--- src/rtl/seq_exec_engine.sv ---
// seq_exec_engine: queued PUSH/ADD/MULT/SEND executor over a small register file.
// MULT runs a DATA_W-cycle shift-add; SEND holds its result until downstream accepts it.
module seq_exec_engine #(
    parameter int DATA_W      = 8,
    parameter int NUM_REGS    = 4,
    parameter int FIFO_DEPTH  = 4,
    parameter int SAT         = 0,
    localparam int RA_W       = $clog2(NUM_REGS),
    localparam int INST_W     = 2 + 3 * RA_W,
    localparam int CNT_W      = $clog2(FIFO_DEPTH) + 1
) (
    input  logic              i_clk,
    input  logic              i_rst_n,
    input  logic              i_inst_vld,
    input  logic [INST_W-1:0] i_inst_wd,
    output logic              o_inst_rdy,
    output logic              o_send_vld,
    output logic [DATA_W-1:0] o_send_data,
    input  logic              i_send_rdy,
    output logic              o_exec_vld,
    output logic [INST_W-1:0] o_exec_wd,
    output logic              o_busy,
    output logic              o_ovf,
    input  logic              i_ovf_clr,
    output logic [CNT_W-1:0]  o_fifo_cnt
);

    localparam int IMM_W  = 2 * RA_W;
    localparam int PTR_W  = $clog2(FIFO_DEPTH);
    localparam int MCNT_W = $clog2(DATA_W);
    localparam int EXT_W  = (IMM_W > DATA_W) ? IMM_W : DATA_W;

    localparam logic [1:0] OP_PUSH = 2'b00;
    localparam logic [1:0] OP_ADD  = 2'b01;
    localparam logic [1:0] OP_MULT = 2'b10;
    localparam logic [1:0] OP_SEND = 2'b11;

    typedef enum logic [1:0] {ST_IDLE, ST_EXEC, ST_MUL, ST_SEND} state_t;

    logic [INST_W-1:0]   r_fifoMem [FIFO_DEPTH];
    logic [PTR_W-1:0]    r_wrPtr;
    logic [PTR_W-1:0]    r_rdPtr;
    logic [CNT_W-1:0]    r_fifoCnt;

    state_t              r_state;
    logic [INST_W-1:0]   r_ir;
    logic [DATA_W-1:0]   r_regs [NUM_REGS];
    logic [2*DATA_W-1:0] r_mcand;
    logic [DATA_W-1:0]   r_mplier;
    logic [2*DATA_W-1:0] r_acc;
    logic [MCNT_W-1:0]   r_cnt;
    logic                r_sendVld;
    logic [DATA_W-1:0]   r_sendData;
    logic                r_execVld;
    logic [INST_W-1:0]   r_execWd;
    logic                r_ovf;

    logic                w_push;
    logic                w_pop;
    logic [1:0]          w_op;
    logic [RA_W-1:0]     w_ra;
    logic [RA_W-1:0]     w_rb;
    logic [RA_W-1:0]     w_rc;
    logic [IMM_W-1:0]    w_imm;
    logic [EXT_W-1:0]    w_immExt;
    logic [DATA_W-1:0]   w_opA;
    logic [DATA_W-1:0]   w_opB;
    logic [DATA_W:0]     w_sum;
    logic                w_addOvf;
    logic [DATA_W-1:0]   w_addRes;
    logic [2*DATA_W-1:0] w_accNext;
    logic                w_mulOvf;
    logic [DATA_W-1:0]   w_mulRes;

    assign o_inst_rdy  = (r_fifoCnt != CNT_W'(FIFO_DEPTH));
    assign w_push      = i_inst_vld && o_inst_rdy;
    assign w_pop       = (r_state == ST_IDLE) && (r_fifoCnt != '0);
    assign o_fifo_cnt  = r_fifoCnt;
    assign o_busy      = (r_state != ST_IDLE) || (r_fifoCnt != '0);
    assign o_send_vld  = r_sendVld;
    assign o_send_data = r_sendData;
    assign o_exec_vld  = r_execVld;
    assign o_exec_wd   = r_execWd;
    assign o_ovf       = r_ovf;

    assign w_op     = r_ir[INST_W-1 -: 2];
    assign w_ra     = r_ir[3*RA_W-1 -: RA_W];
    assign w_rb     = r_ir[2*RA_W-1 -: RA_W];
    assign w_rc     = r_ir[RA_W-1:0];
    assign w_imm    = r_ir[IMM_W-1:0];
    assign w_immExt = EXT_W'(w_imm);
    assign w_opA    = r_regs[w_rb];
    assign w_opB    = r_regs[w_rc];

    // Overflow is the carry out of ADD or any nonzero upper product half of MULT.
    assign w_sum     = {1'b0, w_opA} + {1'b0, w_opB};
    assign w_addOvf  = w_sum[DATA_W];
    assign w_addRes  = (SAT != 0 && w_addOvf) ? '1 : w_sum[DATA_W-1:0];
    assign w_accNext = r_acc + (r_mplier[0] ? r_mcand : '0);
    assign w_mulOvf  = |w_accNext[2*DATA_W-1:DATA_W];
    assign w_mulRes  = (SAT != 0 && w_mulOvf) ? '1 : w_accNext[DATA_W-1:0];

    always_ff @(posedge i_clk) begin
        if (w_push) r_fifoMem[r_wrPtr] <= i_inst_wd;
    end

    always_ff @(posedge i_clk or negedge i_rst_n) begin
        if (!i_rst_n) begin
            r_wrPtr   <= '0;
            r_rdPtr   <= '0;
            r_fifoCnt <= '0;
        end else begin
            if (w_push) r_wrPtr <= r_wrPtr + 1'b1;
            if (w_pop)  r_rdPtr <= r_rdPtr + 1'b1;
            case ({w_push, w_pop})
                2'b10:   r_fifoCnt <= r_fifoCnt + 1'b1;
                2'b01:   r_fifoCnt <= r_fifoCnt - 1'b1;
                default: r_fifoCnt <= r_fifoCnt;
            endcase
        end
    end

    // Overflow set is assigned after the clear so a coincident overflow keeps the flag high.
    always_ff @(posedge i_clk or negedge i_rst_n) begin
        if (!i_rst_n) begin
            r_state    <= ST_IDLE;
            r_ir       <= '0;
            for (int i = 0; i < NUM_REGS; i++) r_regs[i] <= '0;
            r_mcand    <= '0;
            r_mplier   <= '0;
            r_acc      <= '0;
            r_cnt      <= '0;
            r_sendVld  <= 1'b0;
            r_sendData <= '0;
            r_execVld  <= 1'b0;
            r_execWd   <= '0;
            r_ovf      <= 1'b0;
        end else begin
            r_execVld <= 1'b0;
            if (i_ovf_clr) r_ovf <= 1'b0;
            case (r_state)
                ST_IDLE: begin
                    if (w_pop) begin
                        r_ir    <= r_fifoMem[r_rdPtr];
                        r_state <= ST_EXEC;
                    end
                end
                ST_EXEC: begin
                    case (w_op)
                        OP_PUSH: begin
                            r_regs[w_ra] <= w_immExt[DATA_W-1:0];
                            r_execVld    <= 1'b1;
                            r_execWd     <= r_ir;
                            r_state      <= ST_IDLE;
                        end
                        OP_ADD: begin
                            r_regs[w_ra] <= w_addRes;
                            if (w_addOvf) r_ovf <= 1'b1;
                            r_execVld    <= 1'b1;
                            r_execWd     <= r_ir;
                            r_state      <= ST_IDLE;
                        end
                        OP_MULT: begin
                            r_mcand  <= {{DATA_W{1'b0}}, w_opA};
                            r_mplier <= w_opB;
                            r_acc    <= '0;
                            r_cnt    <= MCNT_W'(DATA_W - 1);
                            r_state  <= ST_MUL;
                        end
                        OP_SEND: begin
                            r_sendData <= r_regs[w_ra];
                            r_sendVld  <= 1'b1;
                            r_state    <= ST_SEND;
                        end
                    endcase
                end
                ST_MUL: begin
                    r_acc    <= w_accNext;
                    r_mcand  <= r_mcand << 1;
                    r_mplier <= r_mplier >> 1;
                    if (r_cnt == '0) begin
                        r_regs[w_ra] <= w_mulRes;
                        if (w_mulOvf) r_ovf <= 1'b1;
                        r_execVld    <= 1'b1;
                        r_execWd     <= r_ir;
                        r_state      <= ST_IDLE;
                    end else begin
                        r_cnt <= r_cnt - 1'b1;
                    end
                end
                ST_SEND: begin
                    if (i_send_rdy) begin
                        r_sendVld <= 1'b0;
                        r_execVld <= 1'b1;
                        r_execWd  <= r_ir;
                        r_state   <= ST_IDLE;
                    end
                end
                default: r_state <= ST_IDLE;
            endcase
        end
    end

endmodule

--- config.mk ---
export PLATFORM = sky130hd
export DESIGN_NAME = seq_exec_engine
export DESIGN_NICKNAME = d
export VERILOG_FILES = /design/src/rtl/seq_exec_engine.sv
export SDC_FILE = /design/constraint.sdc
export NUM_CORES = 1
export LEC_CHECK = 0
export BUFFER_PORTS_ARGS = -buffer_cell sky130_fd_sc_hd__buf_4
export CAP_MARGIN = 20
export CORE_MARGIN = 8
export CORE_UTILIZATION = 66
export CTS_CLUSTER_SIZE = 28
export DETAILED_ROUTE_END_ITERATION = 10
export PLACE_DENSITY = 0.95
export SETUP_SLACK_MARGIN = 0.02
export SYNTH_ARGS = -nofsm -noshare
export SYNTH_HDL_FRONTEND = slang
export SYNTH_SLANG_ARGS = --single-unit
export TNS_END_PERCENT = 10
--- constraint.sdc ---
create_clock -name i_clk -period 7.8 [get_ports i_clk]
set_clock_uncertainty 0.2 [all_clocks]
set_input_delay 1.56 -clock i_clk [delete_from_list [all_inputs] [get_ports i_clk]]
set_output_delay 1.56 -clock i_clk [all_outputs]
set_load 0.01 [all_outputs]
[Yosys cells after proc, flatten, opt, wreduce, memory -nomap -nowiden]
Memory sizes are Yosys's and may differ from the RTL's. A register that Yosys moved wholly into a read port is not among the register bits.
Index checks and enable logic that the tools add are counted.
Storage, ports and cells
  memories kept: 1
  output and inout port bits: 24
  memory bits (writable): 32
  logic and storage cells: 125
  register bits after elaboration: 103
  input port bits: 13
Memory list
  r_fifoMem: depth 4, bits a word 8, read ports 1, clocked after Yosys merged registers in 1, write ports 1, RTL line 40  | logic [INST_W-1:0] r_fifoMem [FIFO_DEPTH];
Cells by class
  reductions and logical operators: 24
  bitwise operators: 3
  mux-type cells: 52
  $lt $le $gt $ge: 4
  add/subtract/negate cells: 7
  eq/ne operators: 17
Operators with widths (number)
  $pmux W32 S2: 2
  $bwmux W32: 3
  $mux W8: 11
  $pmux W16 S2: 2
  $bmux W8 S2: 3
  $mux W16: 3
  $mux W32: 1
  $pmux W8 S3: 1
  $add A16 B16 Y16: 1
  $demux W8 S2: 1
  $pmux W8 S2: 1
  $mux W1: 12
  $pmux W3 S2: 2
  $reduce_and A3 Y1: 4
  $eq A2 B2 Y1 const B: 5
  $ne A2 B2 Y1 const B: 5
  $add A8 B8 Y9: 1
  $ge A3 B3 Y1 const B: 3
  $not A2 Y3: 3
  $pmux W2 S4: 1
  $reduce_bool A2 Y1: 4
  $reduce_or A8 Y1: 1
  $eq A2 B1 Y1 const B: 3
  $mux W2: 3
  other kinds (20): 31

[Depth between registers and ports, before layout]
  depth after elaboration: 8
  mapped depth: 13
  mapped depth without buffers: 12

[Worst setup path after synthesis]
No wires, ideal clock.
  path type: register -> register
  start point: reg r_ir[2], read port of r_fifoMem
  end point: reg r_regs[15] in the netlist's numbering
  path buffers: 1
  data required time: 7464 ps
  setup slack: 4455 ps
  library setup time: 136 ps
  clock period less this slack: 3345 ps
  arrival time: 3010 ps
  cell stages (with the launch flop): 12
  cells stage by stage: dfrtp_1 buf_1 mux4_2 ha_1 a21o_1 a21oi_1 nor2b_1 o21a_1 o41ai_1 xnor2_1 a21boi_0 o21ai_0
On the way
  word-level cells in the longest chain between the ends: 8
Ends and longest elaborated chain
  from (decl): RTL line 46  | logic [INST_W-1:0] r_ir;
  $not A2 Y3 (implied by the code): RTL line 92  | assign w_opA = r_regs[w_rb];
  $bmux W8 S2: RTL line 92
  $mux W8 (implied by the code) (2 in a row): RTL line 92
  $add A8 B8 Y9: RTL line 96  | assign w_sum = {1'b0, w_opA} + {1'b0, w_opB};
  $bwmux W32: RTL line 157  | r_regs[w_ra] <= w_addRes;
  $pmux W32 S2: RTL line 149  | case (w_op)
  $pmux W32 S2: RTL line 141  | case (r_state)
  to (signal, indexed assignment): RTL line 151  | r_regs[w_ra] <= w_immExt[DATA_W-1:0];
  to (signal, indexed assignment): RTL line 157
  to (signal, indexed assignment): RTL line 182  | r_regs[w_ra] <= w_mulRes;
  to (decl): RTL line 47  | logic [DATA_W-1:0] r_regs [NUM_REGS];
No other way between the ends. The select of a mux whose other input is x is not followed.
A chain may end at the register's enable or synchronous reset.

[Final worst setup path]
Same ends and word-level chain as after synthesis.

==> flow_results.xml <==
<?xml version="1.0" encoding="UTF-8"?>
<metrics>
  <group name="power">
    <metric name="max-vdd-ir-drop" unit="mV">0.3494</metric>
    <metric name="power_density" unit="mW/mm^2">423.7</metric>
    <metric name="static-leakage-power" unit="uW">0.003766</metric>
    <metric name="finalPower" unit="uW">3574</metric>
  </group>
  <group name="routing">
    <metric name="drt_drc_violations_left" unit="">0</metric>
    <metric name="postRouteWirelength" unit="um">18350</metric>
    <metric name="dr_total_vias" unit="">5544</metric>
    <metric name="antenna_violating_nets_post_route" unit="">0</metric>
    <metric name="first_pass_iters" unit="">6</metric>
    <metric name="routedWlPerCell" unit="um">22.46</metric>
    <metric name="vias_per_cell" unit="">6.786</metric>
    <metric name="detail_route.iter0.violations" unit="">805</metric>
  </group>
  <group name="clock_tree">
    <metric name="clock_insertion_delay_worst_skew" unit="ps">550</metric>
    <metric name="tritoncts.num_buffers" unit="">17</metric>
    <metric name="postCtsResizedCells" unit="">0</metric>
    <metric name="postCtsHoldBufs" unit="">0</metric>
    <metric name="tritoncts_num_sinks" unit="">143</metric>
    <metric name="worst_setup_hold_path_clk_slew" unit="ps">70</metric>
    <metric name="htreeDepth" unit="">4</metric>
    <metric name="clock-root-buffer" unit="">sky130_fd_sc_hd__clkbuf_8</metric>
    <metric name="cts.repair_timing.setup_buffer_count" unit="">0</metric>
    <metric name="maximum_root_to_sink_buffer_count" unit="">2</metric>
    <metric name="cts_tree" unit="">built</metric>
  </group>
  <group name="final_layout">
    <metric name="fin_nets" unit="">715</metric>
    <metric name="antenna_cells" unit="">0</metric>
    <metric name="final_core_utilization" unit="">0.7748</metric>
    <metric name="drive_above_1_share" unit="">0.2053</metric>
    <metric name="stdcell_area" unit="mm^2">0.008436</metric>
    <metric name="area.growth.synth_to_final" unit="%">13.62</metric>
  </group>
  <group name="global_route">
    <metric name="grt_antenna_before_repair" unit="">0</metric>
    <metric name="largest_net_degree_at_the_start_of_global_routing" unit="">74</metric>
    <metric name="first_global_vias" unit="">5906</metric>
    <metric name="first_pass_grt_wire_length" unit="um">30260</metric>
    <metric name="grt.total_usage" unit="">0.2630</metric>
    <metric name="grt_overflow_total" unit="">0</metric>
  </group>
  <group name="timing">
    <metric name="rsz0062_at_grt" unit="">no</metric>
    <metric name="timing.final.setup_violations" unit="">0</metric>
    <metric name="period_share" unit="">0.5014</metric>
    <metric name="max-slew-margin-rel" unit="">0.3458</metric>
    <metric name="finalCriticalPeriod" unit="ps">3911</metric>
    <metric name="timing_worst_slew_pin_value" unit="ps">977.6</metric>
    <metric name="timing.final.hold_violations" unit="">0</metric>
    <metric name="timing.fmax" unit="MHz">255.7</metric>
    <metric name="final-max-slew-violation-count" unit="">0</metric>
    <metric name="sum_of_negative_setup_slack" unit="ps">0</metric>
  </group>
  <group name="floorplan">
    <metric name="initial_utilization" unit="">0.6819</metric>
    <metric name="die_area" unit="mm^2">0.01490</metric>
    <metric name="core" unit="mm^2">0.01089</metric>
    <metric name="std_cell_rows" unit="">38</metric>
    <metric name="fp.dieH" unit="um">122.1</metric>
    <metric name="floorplan.io_pins" unit="">37</metric>
    <metric name="fp.dieW" unit="um">122.1</metric>
  </group>
  <group name="logic_synthesis">
    <metric name="yosysWarnings" unit="">0</metric>
    <metric name="yosys-top-cells-area" unit="">sky130_fd_sc_hd__dfrtp_1 37%, sky130_fd_sc_hd__edfxtp_1 13%, sky130_fd_sc_hd__mux4_2 9.7%</metric>
    <metric name="number_of_enable_type_register_cells_in_the_synthesized_netlist" unit="">32</metric>
    <metric name="ys.flop_type" unit="">sky130_fd_sc_hd__dfrtp_1</metric>
    <metric name="synth_largest_type_area_fraction" unit="">0.3741</metric>
    <metric name="register_bit_count_reported_by_yosys" unit="">143</metric>
    <metric name="cell_count_after_synthesis" unit="">635</metric>
    <metric name="postSynthAreaPerCell" unit="um^2">11.69</metric>
    <metric name="synth_area_leader_cell" unit="">sky130_fd_sc_hd__dfrtp_1</metric>
    <metric name="syn_area" unit="mm^2">0.007425</metric>
    <metric name="async_reset_ff_frac" unit="">0.7762</metric>
    <metric name="synth_cell_type_count" unit="">54</metric>
    <metric name="synth_fp_nets" unit="">685</metric>
    <metric name="sequential_element_share_of_the_synthesized_area" unit="">0.5035</metric>
  </group>
  <group name="critical_path">
    <metric name="rr_startpoint" unit="">r_ir[2]</metric>
    <metric name="timing_worst_setup_path_type" unit="">reg2reg</metric>
    <metric name="cp_startpoint" unit="">r_ir[2]</metric>
    <metric name="worst_ep_required_time" unit="ps">8000</metric>
    <metric name="timing.critical_path.arrival" unit="ps">4110</metric>
    <metric name="path_max_fanout" unit="">11</metric>
    <metric name="startpoint_type" unit="">flop</metric>
    <metric name="critical_path.endpoint_type" unit="">flop</metric>
  </group>
  <group name="placed_design">
    <metric name="portBuffers" unit="">36</metric>
    <metric name="detailed_place.area" unit="mm^2">0.007787</metric>
    <metric name="hpwlAfterDp" unit="um">11940</metric>
    <metric name="finalWeightedCongestion" unit="">0.9059</metric>
  </group>
  <group name="outcome">
    <metric name="outcome" unit="">complete, no violations</metric>
  </group>
  <group name="min_path">
    <metric name="hold_class" unit="">reg2reg</metric>
    <metric name="start_point_of_the_worst_hold_path" unit="">r_mplier[2]</metric>
  </group>
  <group name="run">
    <metric name="max-cap-violations" unit="">0</metric>
  </group>
</metrics>
through the flow:
| stage | setup slack (ps) | instances | hold slack, ps |
|---|---|---|---|
| 2_1_floorplan | 4455 | 635 | 239.1 |
| 4_1_cts | 3982 | 816 | 276.9 |
| 6_report | 3889 | 817 | 272.6 |
| 5_1_grt | 3734 | 817 | 302.5 |
| 3_3_place_gp | 4274 | 785 | 254.0 |
| 3_5_place_dp | 4035 | 785 | 266.1 |
final cells by class:
| type | instances | area (um^2) |
|---|---|---|
| clock inverters | 11 | 176.4 |
| flip-flops and latches | 143 | 3739 |
| repair buffers | 39 | 300.3 |
| clock buffers | 20 | 456.7 |
| multi-input cells | 442 | 3506 |
| inverters | 22 | 82.58 |
| fillers | 585 | 2452 |
| well taps | 140 | 175.2 |
worst max-delay path, cell delays in order (launching register included):
cell and delay, ps:
sky130_fd_sc_hd__dfrtp_1 740, sky130_fd_sc_hd__mux4_2 630, sky130_fd_sc_hd__ha_1 320, sky130_fd_sc_hd__a21o_1 190, sky130_fd_sc_hd__a21oi_1 240, sky130_fd_sc_hd__nor2b_1 90, sky130_fd_sc_hd__o21a_1 190, sky130_fd_sc_hd__o41ai_1 450
sky130_fd_sc_hd__xnor2_1 130, sky130_fd_sc_hd__a21boi_0 400, sky130_fd_sc_hd__o21ai_0 190
final timing paths:
check	cells after the start	slack, ps	endpoint
worst max-delay path	10	3890	r_regs[15]
worst min-delay path	2	270	r_mplier[1]
worst max register to register	10	3890	r_regs[15]
worst min register to register	2	270	r_mplier[1]
max in group asynchronous	2	5320	r_acc[4]
min in group asynchronous	1	790	o_ovf
layer usage:
| metal | vias up | part of all wire | GRT usage |
|---|---|---|---|
| met5 | - | 0 | 0 |
| met4 | 0 | 0.040 | 0.1409 |
| met3 | 93 | 0.073 | 0.07265 |
| met2 | 334 | 0.53 | 0.4551 |
| met1 | 2734 | 0.35 | 0.2903 |
| li1 | 2383 | - | - |
placed cells by master (no fill, tap or decap), types with 3 or more instances in the layout:
| cell | Yosys | layout |
|---|---|---|
| sky130_fd_sc_hd__nor2b_1 | 4 | 3 |
| sky130_fd_sc_hd__edfxtp_1 | 32 | 32 |
| sky130_fd_sc_hd__bufinv_16 | 0 | 4 |
| sky130_fd_sc_hd__nand4_1 | 3 | 3 |
| sky130_fd_sc_hd__dfrtp_1 | 111 | 111 |
| sky130_fd_sc_hd__xnor2_1 | 18 | 18 |
| sky130_fd_sc_hd__and3_1 | 5 | 5 |
| sky130_fd_sc_hd__a22oi_1 | 13 | 13 |
| sky130_fd_sc_hd__o21a_1 | 5 | 5 |
| sky130_fd_sc_hd__mux4_2 | 32 | 32 |
| sky130_fd_sc_hd__or3_1 | 5 | 5 |
| sky130_fd_sc_hd__nor2_1 | 36 | 36 |
| sky130_fd_sc_hd__clkbuf_16 | 0 | 17 |
| sky130_fd_sc_hd__a21boi_0 | 4 | 4 |
| sky130_fd_sc_hd__o21ai_0 | 47 | 47 |
| sky130_fd_sc_hd__mux2_2 | 26 | 26 |
| sky130_fd_sc_hd__a21o_1 | 8 | 8 |
| sky130_fd_sc_hd__inv_1 | 21 | 21 |
| sky130_fd_sc_hd__fa_1 | 3 | 3 |
| sky130_fd_sc_hd__nand2_1 | 83 | 83 |
| sky130_fd_sc_hd__xor2_1 | 6 | 6 |
| sky130_fd_sc_hd__ha_1 | 34 | 34 |
| sky130_fd_sc_hd__nand3_1 | 8 | 8 |
| sky130_fd_sc_hd__a22o_1 | 19 | 19 |
| sky130_fd_sc_hd__buf_4 | 0 | 38 |
| sky130_fd_sc_hd__nor3_1 | 8 | 8 |
| sky130_fd_sc_hd__and2_1 | 16 | 16 |
| sky130_fd_sc_hd__inv_6 | 0 | 3 |
| sky130_fd_sc_hd__a211oi_1 | 3 | 3 |
| sky130_fd_sc_hd__a21oi_1 | 26 | 26 |
Yosys cell counts (all sizes together), types with 4 or more instances:
| cell type | n |
|---|---|
| a211oi | 4 |
| a21boi | 4 |
| a21o | 8 |
| a21oi | 26 |
| a22o | 20 |
| a22oi | 13 |
| and2 | 18 |
| and3 | 6 |
| buf | 5 |
| clkbuf | 23 |
| dfrtp | 111 |
| edfxtp | 32 |
| ha | 34 |
| inv | 22 |
| mux2 | 26 |
| mux4 | 32 |
| nand2 | 83 |
| nand3 | 8 |
| nor2 | 36 |
| nor2b | 4 |
| nor3 | 9 |
| o21a | 5 |
| o21ai | 48 |
| or3 | 5 |
| xnor2 | 18 |
| xor2 | 6 |
registers in the layout (all words and copies together), names as in the netlist:
name	count
r_mplier	8
o_exec_vld	1
r_mcand	16
r_cnt	3
o_send_vld	1
r_ir	8
r_regs	32
r_state	2
r_acc	16
r_wrPtr	2
o_send_data	8
r_fifoMem	32
o_ovf	1
o_fifo_cnt	3
r_rdPtr	2
o_exec_wd	8
report_power, final:
part	switching, uW	leakage [uW]	total [uW]	internal, uW
sequential	283	0.00172	1270	982
combinational	786	0.00174	1430	648
clock	326	0.000307	875	549
total	1390	0.00377	3570	2180
logic make-up after synthesis:
kind of cell               count (synthesis)  synth area share
AOI/OAI and AO/OA                        140            0.1245
xor gates and xnor gates                  24           0.02831
adders and majority gates                 37           0.06539
buffers and inverters                     50           0.02629
DFF                                      143            0.5035
muxes                                     61            0.1405
and+or+nand+nor                          180            0.1114
No activity file was read; power rests on OpenSTA's default activity.
